`config.mk`:
```
export PLATFORM = sky130hd
export DESIGN_NAME = gen_io_arb
export DESIGN_NICKNAME = d
export VERILOG_FILES = /design/src/rtl/gen_io_arb.sv
export SDC_FILE = /design/constraint.sdc
export NUM_CORES = 1
export LEC_CHECK = 0
export CAP_MARGIN = 40
export CORE_UTILIZATION = 30
export CTS_CLUSTER_SIZE = 12
export DETAILED_ROUTE_END_ITERATION = 6
export DONT_BUFFER_PORTS = 1
export HOLD_SLACK_MARGIN = 0.15
export PLACE_DENSITY_LB_ADDON = 0.05
export SLEW_MARGIN = 20
export SYNTH_ARGS = -nofsm -noshare
export SYNTH_HDL_FRONTEND = slang
export SYNTH_SLANG_ARGS = --single-unit
```
`constraint.sdc`:
```
create_clock -name CLK -period 2.64 [get_ports CLK]
set_input_delay 0.528 -clock CLK [delete_from_list [all_inputs] [get_ports CLK]]
set_output_delay 0.528 -clock CLK [all_outputs]
set_load 0.005 [all_outputs]
```
`src/rtl/gen_io_arb.sv`:
```
// Two-master arbiter (68K / Z80 bank window) in front of one shared I/O slave.
// All requester and slave inputs are registered once before the FSM acts on them.
module gen_io_arb #(
  parameter int FIXED_PRIO = 1,
  parameter int TMO        = 200
) (
  input  logic       CLK,
  input  logic       RESET,
  input  logic       CE,
  input  logic       M_SEL,
  input  logic [3:0] M_A,
  input  logic       M_RNW,
  input  logic [7:0] M_DI,
  output logic [7:0] M_DO,
  output logic       M_DTACK_N,
  input  logic       Z_SEL,
  input  logic [3:0] Z_A,
  input  logic       Z_RNW,
  input  logic [7:0] Z_DI,
  output logic [7:0] Z_DO,
  output logic       Z_DTACK_N,
  output logic       IO_SEL,
  output logic [3:0] IO_A,
  output logic       IO_RNW,
  output logic [7:0] IO_DI,
  input  logic [7:0] IO_DO,
  input  logic       IO_DTACK_N,
  output logic       TMO_ERR
);

  typedef enum logic [1:0] {
    IDLE,
    ACCESS,
    DONE,
    RECOVER
  } state_t;

  state_t state;
  state_t state_nxt;

  logic       m_sel_q;
  logic [3:0] m_a_q;
  logic       m_rnw_q;
  logic [7:0] m_di_q;
  logic       z_sel_q;
  logic [3:0] z_a_q;
  logic       z_rnw_q;
  logic [7:0] z_di_q;
  logic       io_dtack_q;
  logic [7:0] io_do_q;

  logic       gnt_z;
  logic       last_z;
  logic [7:0] cnt;

  logic       sel_g;
  logic       pick_z;
  logic       tmo_hit;
  logic       ev_grant;
  logic       ev_finish;
  logic       ev_timed;
  logic       ev_abort;
  logic       ev_release;

  always_ff @(posedge CLK) begin
    if (RESET) begin
      m_sel_q    <= 1'b0;
      m_a_q      <= '0;
      m_rnw_q    <= 1'b1;
      m_di_q     <= '0;
      z_sel_q    <= 1'b0;
      z_a_q      <= '0;
      z_rnw_q    <= 1'b1;
      z_di_q     <= '0;
      io_dtack_q <= 1'b1;
      io_do_q    <= '0;
    end else begin
      m_sel_q    <= M_SEL;
      m_a_q      <= M_A;
      m_rnw_q    <= M_RNW;
      m_di_q     <= M_DI;
      z_sel_q    <= Z_SEL;
      z_a_q      <= Z_A;
      z_rnw_q    <= Z_RNW;
      z_di_q     <= Z_DI;
      io_dtack_q <= IO_DTACK_N;
      io_do_q    <= IO_DO;
    end
  end

  always_ff @(posedge CLK) begin
    if (RESET) begin
      state <= IDLE;
    end else begin
      state <= state_nxt;
    end
  end

  assign sel_g   = gnt_z ? z_sel_q : m_sel_q;
  assign tmo_hit = int'(cnt) >= TMO;

  // On a tie, round-robin favours whoever was not served last
  always_comb begin
    pick_z = z_sel_q;
    if (m_sel_q && z_sel_q) begin
      pick_z = (FIXED_PRIO != 0) ? 1'b0 : !last_z;
    end
  end

  always_comb begin
    state_nxt = state;
    unique case (state)
      IDLE: begin
        if (m_sel_q || z_sel_q) state_nxt = ACCESS;
      end
      ACCESS: begin
        if (!sel_g) state_nxt = RECOVER;
        else if (!io_dtack_q || tmo_hit) state_nxt = DONE;
      end
      DONE: begin
        if (!sel_g) state_nxt = RECOVER;
      end
      RECOVER: begin
        if (io_dtack_q) state_nxt = IDLE;
      end
      default: state_nxt = IDLE;
    endcase
  end

  always_comb begin
    ev_grant   = 1'b0;
    ev_finish  = 1'b0;
    ev_timed   = 1'b0;
    ev_abort   = 1'b0;
    ev_release = 1'b0;
    unique case (1'b1)
      state == IDLE: begin
        ev_grant = m_sel_q || z_sel_q;
      end
      state == ACCESS: begin
        ev_abort  = !sel_g;
        ev_finish = sel_g && (!io_dtack_q || tmo_hit);
        ev_timed  = sel_g && io_dtack_q && tmo_hit;
      end
      state == DONE: begin
        ev_release = !sel_g;
      end
      default: ;
    endcase
  end

  always_ff @(posedge CLK) begin
    if (RESET) begin
      IO_SEL    <= 1'b0;
      IO_A      <= '0;
      IO_RNW    <= 1'b1;
      IO_DI     <= '0;
      M_DTACK_N <= 1'b1;
      Z_DTACK_N <= 1'b1;
      M_DO      <= 8'hFF;
      Z_DO      <= 8'hFF;
      TMO_ERR   <= 1'b0;
      cnt       <= '0;
      gnt_z     <= 1'b0;
      last_z    <= 1'b1;
    end else begin
      TMO_ERR <= ev_timed;
      if (ev_grant) begin
        IO_SEL <= 1'b1;
        gnt_z  <= pick_z;
        last_z <= pick_z;
        IO_A   <= pick_z ? z_a_q : m_a_q;
        IO_RNW <= pick_z ? z_rnw_q : m_rnw_q;
        IO_DI  <= pick_z ? z_di_q : m_di_q;
        cnt    <= '0;
      end else if (state == ACCESS && CE && cnt != 8'hFF) begin
        cnt <= cnt + 8'd1;
      end
      if (ev_finish || ev_abort) begin
        IO_SEL <= 1'b0;
      end
      if (ev_finish) begin
        if (gnt_z) begin
          Z_DTACK_N <= 1'b0;
          if (IO_RNW) Z_DO <= ev_timed ? 8'hFF : io_do_q;
        end else begin
          M_DTACK_N <= 1'b0;
          if (IO_RNW) M_DO <= ev_timed ? 8'hFF : io_do_q;
        end
      end
      if (ev_release) begin
        M_DTACK_N <= 1'b1;
        Z_DTACK_N <= 1'b1;
      end
    end
  end

endmodule

```
* Word level (Yosys, flattened, before mapping)
Index checks and enable logic that the tools add are counted.
W data, S select, Z words.
** Storage, ports and cells
- Register bits :: 81
- Input port bits :: 40
- Output and inout port bits :: 33
- Word-level logic and storage cells :: 70
** Operators by class
- Add/subtract/negate cells :: 1
- Order comparisons :: 1
- Equal/unequal tests :: 8
- Muxes and demuxes :: 17
- Bitwise operators :: 1
- Reductions and logical operators :: 20
** Operator list (number)
- $mux W8 :: 2
- $mux W2 :: 5
- $add A8 B1 Y8 const B :: 1
- $ge A8 B8 Y1 const B :: 1
- $mux W1 :: 8
- $ne A8 B8 Y1 const B :: 1
- $pmux W2 S4 :: 1
- $logic_and A1 B1 Y1 :: 6
- $ne A2 B2 Y1 const B :: 3
- $reduce_and A3 Y1 :: 2
- $reduce_or A2 Y1 :: 3
- $eq A2 B2 Y1 const B :: 2
- $mux W4 :: 1
- $reduce_and A2 Y1 :: 2
- $reduce_and A4 Y1 :: 1
- $logic_or A1 B1 Y1 :: 3
- $ne A3 B3 Y1 const B :: 1
- $eq A2 B1 Y1 const B :: 1
- $logic_not A1 Y1 :: 2
- $logic_not A2 Y1 :: 1
- $not A1 Y1 :: 1

* Longest topological paths before layout
- Depth after elaboration :: 6
- Mapped depth :: 7
- Depth with buffers taken out :: 6

* Worst setup path after synthesis
No wires, ideal clock.
- Path kind :: register -> register
- Start :: register state[1]
- End :: register cnt[7]
- Setup time :: 0.070 ns
- Arrival :: 1.752 ns
- Setup slack :: 0.817 ns
- Stages on the path, launching flop included :: 8
- Path buffers :: 1
- Clock period less this slack :: 1.823 ns
- Cell sequence :: dfxtp_1 > inv_1 > ha_1 > clkbuf_1 > nand2_1 > a41o_1 > or4_1 > a21oi_1
** Between the ends
- Longest elaborated chain between the ends :: 3
** Ends and longest elaborated chain
- start: declaration :: RTL line 38 : state_t state;
- start signal: assignment :: RTL line 95 : state <= state_nxt;
- $logic_not A2 Y1 / $eq A2 B1 Y1 (equally long branches) :: RTL line 137, 176
- $mux W1 / $logic_and A1 B1 Y1 (equally long branches) :: RTL line 136, 176
- $reduce_or A2 Y1 (no source line) / $logic_and A1 B1 Y1 (equally long branches)
- end signal: assignment :: RTL line 177 : cnt <= cnt + 8'd1;
- end: declaration :: RTL line 54 : logic [7:0] cnt;
Parallel ways exist; a longest one is shown, timed or not.
A chain may end at the register's enable or synchronous reset.

* Final worst setup path
- Start :: register state[1]
- End :: register cnt[5]
The elaborated chain is that of the path after synthesis.

==> results.toml <==
[logic_synthesis]
postSynthRegisterBits = 81
synth_flop_cell = "sky130_fd_sc_hd__dfxtp_1"
synth.most_common_cell = "sky130_fd_sc_hd__dfxtp_1"
synth_enable_flop_cells = 0
netlist_top_cells_area = "sky130_fd_sc_hd__dfxtp_1 55%, sky130_fd_sc_hd__nor2b_1 7.6%, sky130_fd_sc_hd__o32a_1 5.4%"
synthesis.instances = 277
ys_seq_area_share_pct = 55.0
yosys-top-cells-count = "81 x sky130_fd_sc_hd__dfxtp_1, 36 x sky130_fd_sc_hd__nor2b_1, 18 x sky130_fd_sc_hd__nor2_1"
average_footprint_of_a_synthesized_cell_um2 = 10.6
synthesis.area_um2 = 2950
synth_fp_nets = 324
yosysUniqueCellTypes = 38
ys_async_sr_fraction_pct = 0
yosys.area.top_type = "sky130_fd_sc_hd__dfxtp_1"
synth_top_area_share_pct = 55.0
yosys_warnings = 0

[route]
initialDrtViolationCount = 36
post-route-drc-count = 0
drt-pass1-iter-count = 4
dr_total_vias = 1949
route.antenna.remaining_nets = 0
drt-vias-per-instance = 4.77
routed_wirelength_um = 5990
route.detailed.wl_per_inst_um = 14.7

[worst_setup_path]
timing.critical_path.required_ns = 2.92
worst-path-max-fanout = 8
crit_slowest_cell = "sky130_fd_sc_hd__or4_1"
worst-r2r-cell-count = 6
max_stage_delay_ns = 0.49
crit_arrival_ns = 2.24
worstPathCellList = "inv_1, ha_1, nand2_1, a41o_1, or4_1, a21oi_1"
reg2reg_to = "cnt[5]"
critical_path_class = "flip-flop to flip-flop"
setup.worst_path.start_class = "flip-flop"
r2r_slack_ns = 0.68
critPathLaunch = "state[1]"
r2r_start = "state[1]"
worst_setup_path_endpoint = "cnt[5]"
worstSetupEndpointType = "flip-flop"

[timing]
relSlewSlack_pct = 52.2
post-route-period-util_pct = 74.3
tightest_slew_ns = 0.716
fin_crit_ns = 1.96
final_count_of_pins_violating_max_slew = 0
finalSetupTns_ns = 0
timing.final.hold_violations = 0
clock-skew-final_ns = 0.0141
setup_viol_count_final = 0
max_clock_freq_ghz = 0.510
grt_setup_unrepaired = "false"

[global_routing]
grt_first_pass_wirelength_um = 9700
antenna_found_initial = 0
grt_max_degree = 63
globalRoute.totalOverflow = 0
grt_pass1_vias = 1875
gr-usage-all-layers_pct = 12.6

[die]
coreArea_um2 = 9370
io-pin-count = 73
num_rows = 35
die_w_um = 101
start_util_pct = 31.5
floorplan.die.height_um = 101
die_area_um2 = 10200

[pwr]
max-vdd-ir-drop_mv = 0.294
pwr_density_cell_nw_per_um2 = 819
p_seq_share_pct = 52.7
clock_power_share_pct = 33.4
comb_power_share_pct = 14.0
power.switching_fraction_pct = 27.1
power.switching_uw = 725
leakage_power_figure_uw = 0.00113
power_report.internal_total_uw = 1950

[clock_tree]
clk_latency_ns = 0.34
cts_max_path_buffers = 2
clock-sinks = 81
cts_htree_levels = 3
clock_tree.root_cell = "sky130_fd_sc_hd__clkbuf_8"
tritoncts.num_buffers = 9
postCtsHoldBufs = 0
clkTransAtPathRegs_ns = 0.08
cts_setup_buffers = 0
tritoncts = "done"
cts_resized = 0

[placement]
place_congestion = 0.763
cell_area_after_placement_um2 = 3070
post-dp-hpwl_um = 3930
port-buffer-count = 0

[layout]
count_of_nets_after_finishing = 323
drive_gt1_share_pct = 10.7
antenna-diode-count = 0
combined_area_of_the_multi_input_logic_cells_um2 = 1220
final_design_area_no_fill_um2 = 3260
layout.area.seq_um2 = 1620
final_core_util_pct = 34.8
areaGrowthSynthToFinish_pct = 10.7
final.fill_count = 983

[min_path]
whs_path_depth = 1
holdCritPathClass = "input pin to flip-flop"

[run]
max-cap-violations = 0

[status]
run_status = "completed"
-- power groups by stage --
| stage | Combinational (uW) | Sequential (uW) | Clock (uW) |
|---|---|---|---|
| 6_report | 373 | 1410 | 893 |
| 5_1_grt | 430 | 1430 | 987 |
| 4_1_cts | 379 | 1410 | 932 |
| 3_5_place_dp | 377 | 1440 | 0 |
| 3_3_place_gp | 382 | 1440 | 0 |
| 2_1_floorplan | 322 | 1410 | 0 |
-- routing by layer --
metal  share of wire (%)  global-route usage, %  up-vias  wire (um)
met4                 2.1                   6.35        0        124
met5                   0                      0        -          0
li1                    -                      -      988          -
met1                  47                   15.8      899       2800
met3                 7.4                   4.92        9        443
met2                  44                   18.9       53       2630
-- critical path, delay by kind of cell, from the launching register on --
family / cells / cell delay (ns)
AOI/OAI and AO/OA: 2 / 0.47
DFF: 1 / 0.35
adders and majority gates: 1 / 0.31
buffers and inverters: 1 / 0.11
and+or+nand+nor: 2 / 0.66
-- worst min path at each step --
stage,from,end
after detailed placement,Z_DTACK_N,Z_DTACK_N
after floorplan,M_DTACK_N,M_DTACK_N
after global placement,M_DTACK_N,M_DTACK_N
final,RESET,m_di_q[0]
after global routing,RESET,z_di_q[0]
after CTS,RESET,m_di_q[0]
-- stage by stage --
| stage | cells | power, uW | hold slack (ns) | worst slack, ns |
|---|---|---|---|---|
| after floorplan | 277 | 1730 | 0.451 | 0.817 |
| after global placement | 394 | 1820 | 0.473 | 0.751 |
| after detailed placement | 394 | 1820 | 0.481 | 0.701 |
| after CTS | 409 | 2720 | 0.228 | 0.689 |
| after global routing | 409 | 2840 | 0.220 | 0.477 |
| final | 409 | 2670 | 0.248 | 0.679 |
-- logic make-up (layout without fill, tap and decap cells) --
group	after synthesis	in the layout	share of synthesized area [%]
buffers and inverters	25	28	3.61
AOI/OAI and AO/OA	58	58	15.8
xor gates and xnor gates	2	2	0.594
muxes	16	16	5.48
adders and majority gates	7	7	2.97
DFF	81	81	55.0
and+or+nand+nor	88	88	16.6
-- layout by cell type (no fill, tap or decap), drive strengths merged, types with 2 or more instances in the layout --
master and instances:
dfxtp 81, buf 5, nor2b 36, nand3 3, o32a 16, clkbuf 10
a21oi 9, nand2 9, or4 3, or2 5, o21bai 2, a211oi 15
a2111oi 2, o31ai 5, xnor2 2, or3 4, clkinv 3, nand2b 2
nor2 18, mux2i 15, o21ai 2, ha 7, nand4 2, inv 9
-- sequential cells by signal, summed over array words and instances (netlist names), 2 cells and up --
register / count
IO_DI: 8
state: 2
z_a_q: 4
m_a_q: 4
Z_DO: 8
z_di_q: 8
M_DO: 8
io_do_q: 8
IO_A: 4
m_di_q: 8
cnt: 8
-- final cells by class --
cell class | count | share of cell area, %
repair buffers | 5 | 1.15
inverters | 8 | 0.920
clock inverters | 5 | 1.65
flip-flops and latches | 81 | 49.7
multi-input cells | 171 | 37.4
clock buffers | 10 | 4.22
well taps | 129 | 4.94
(Power assumes the default switching activity.)
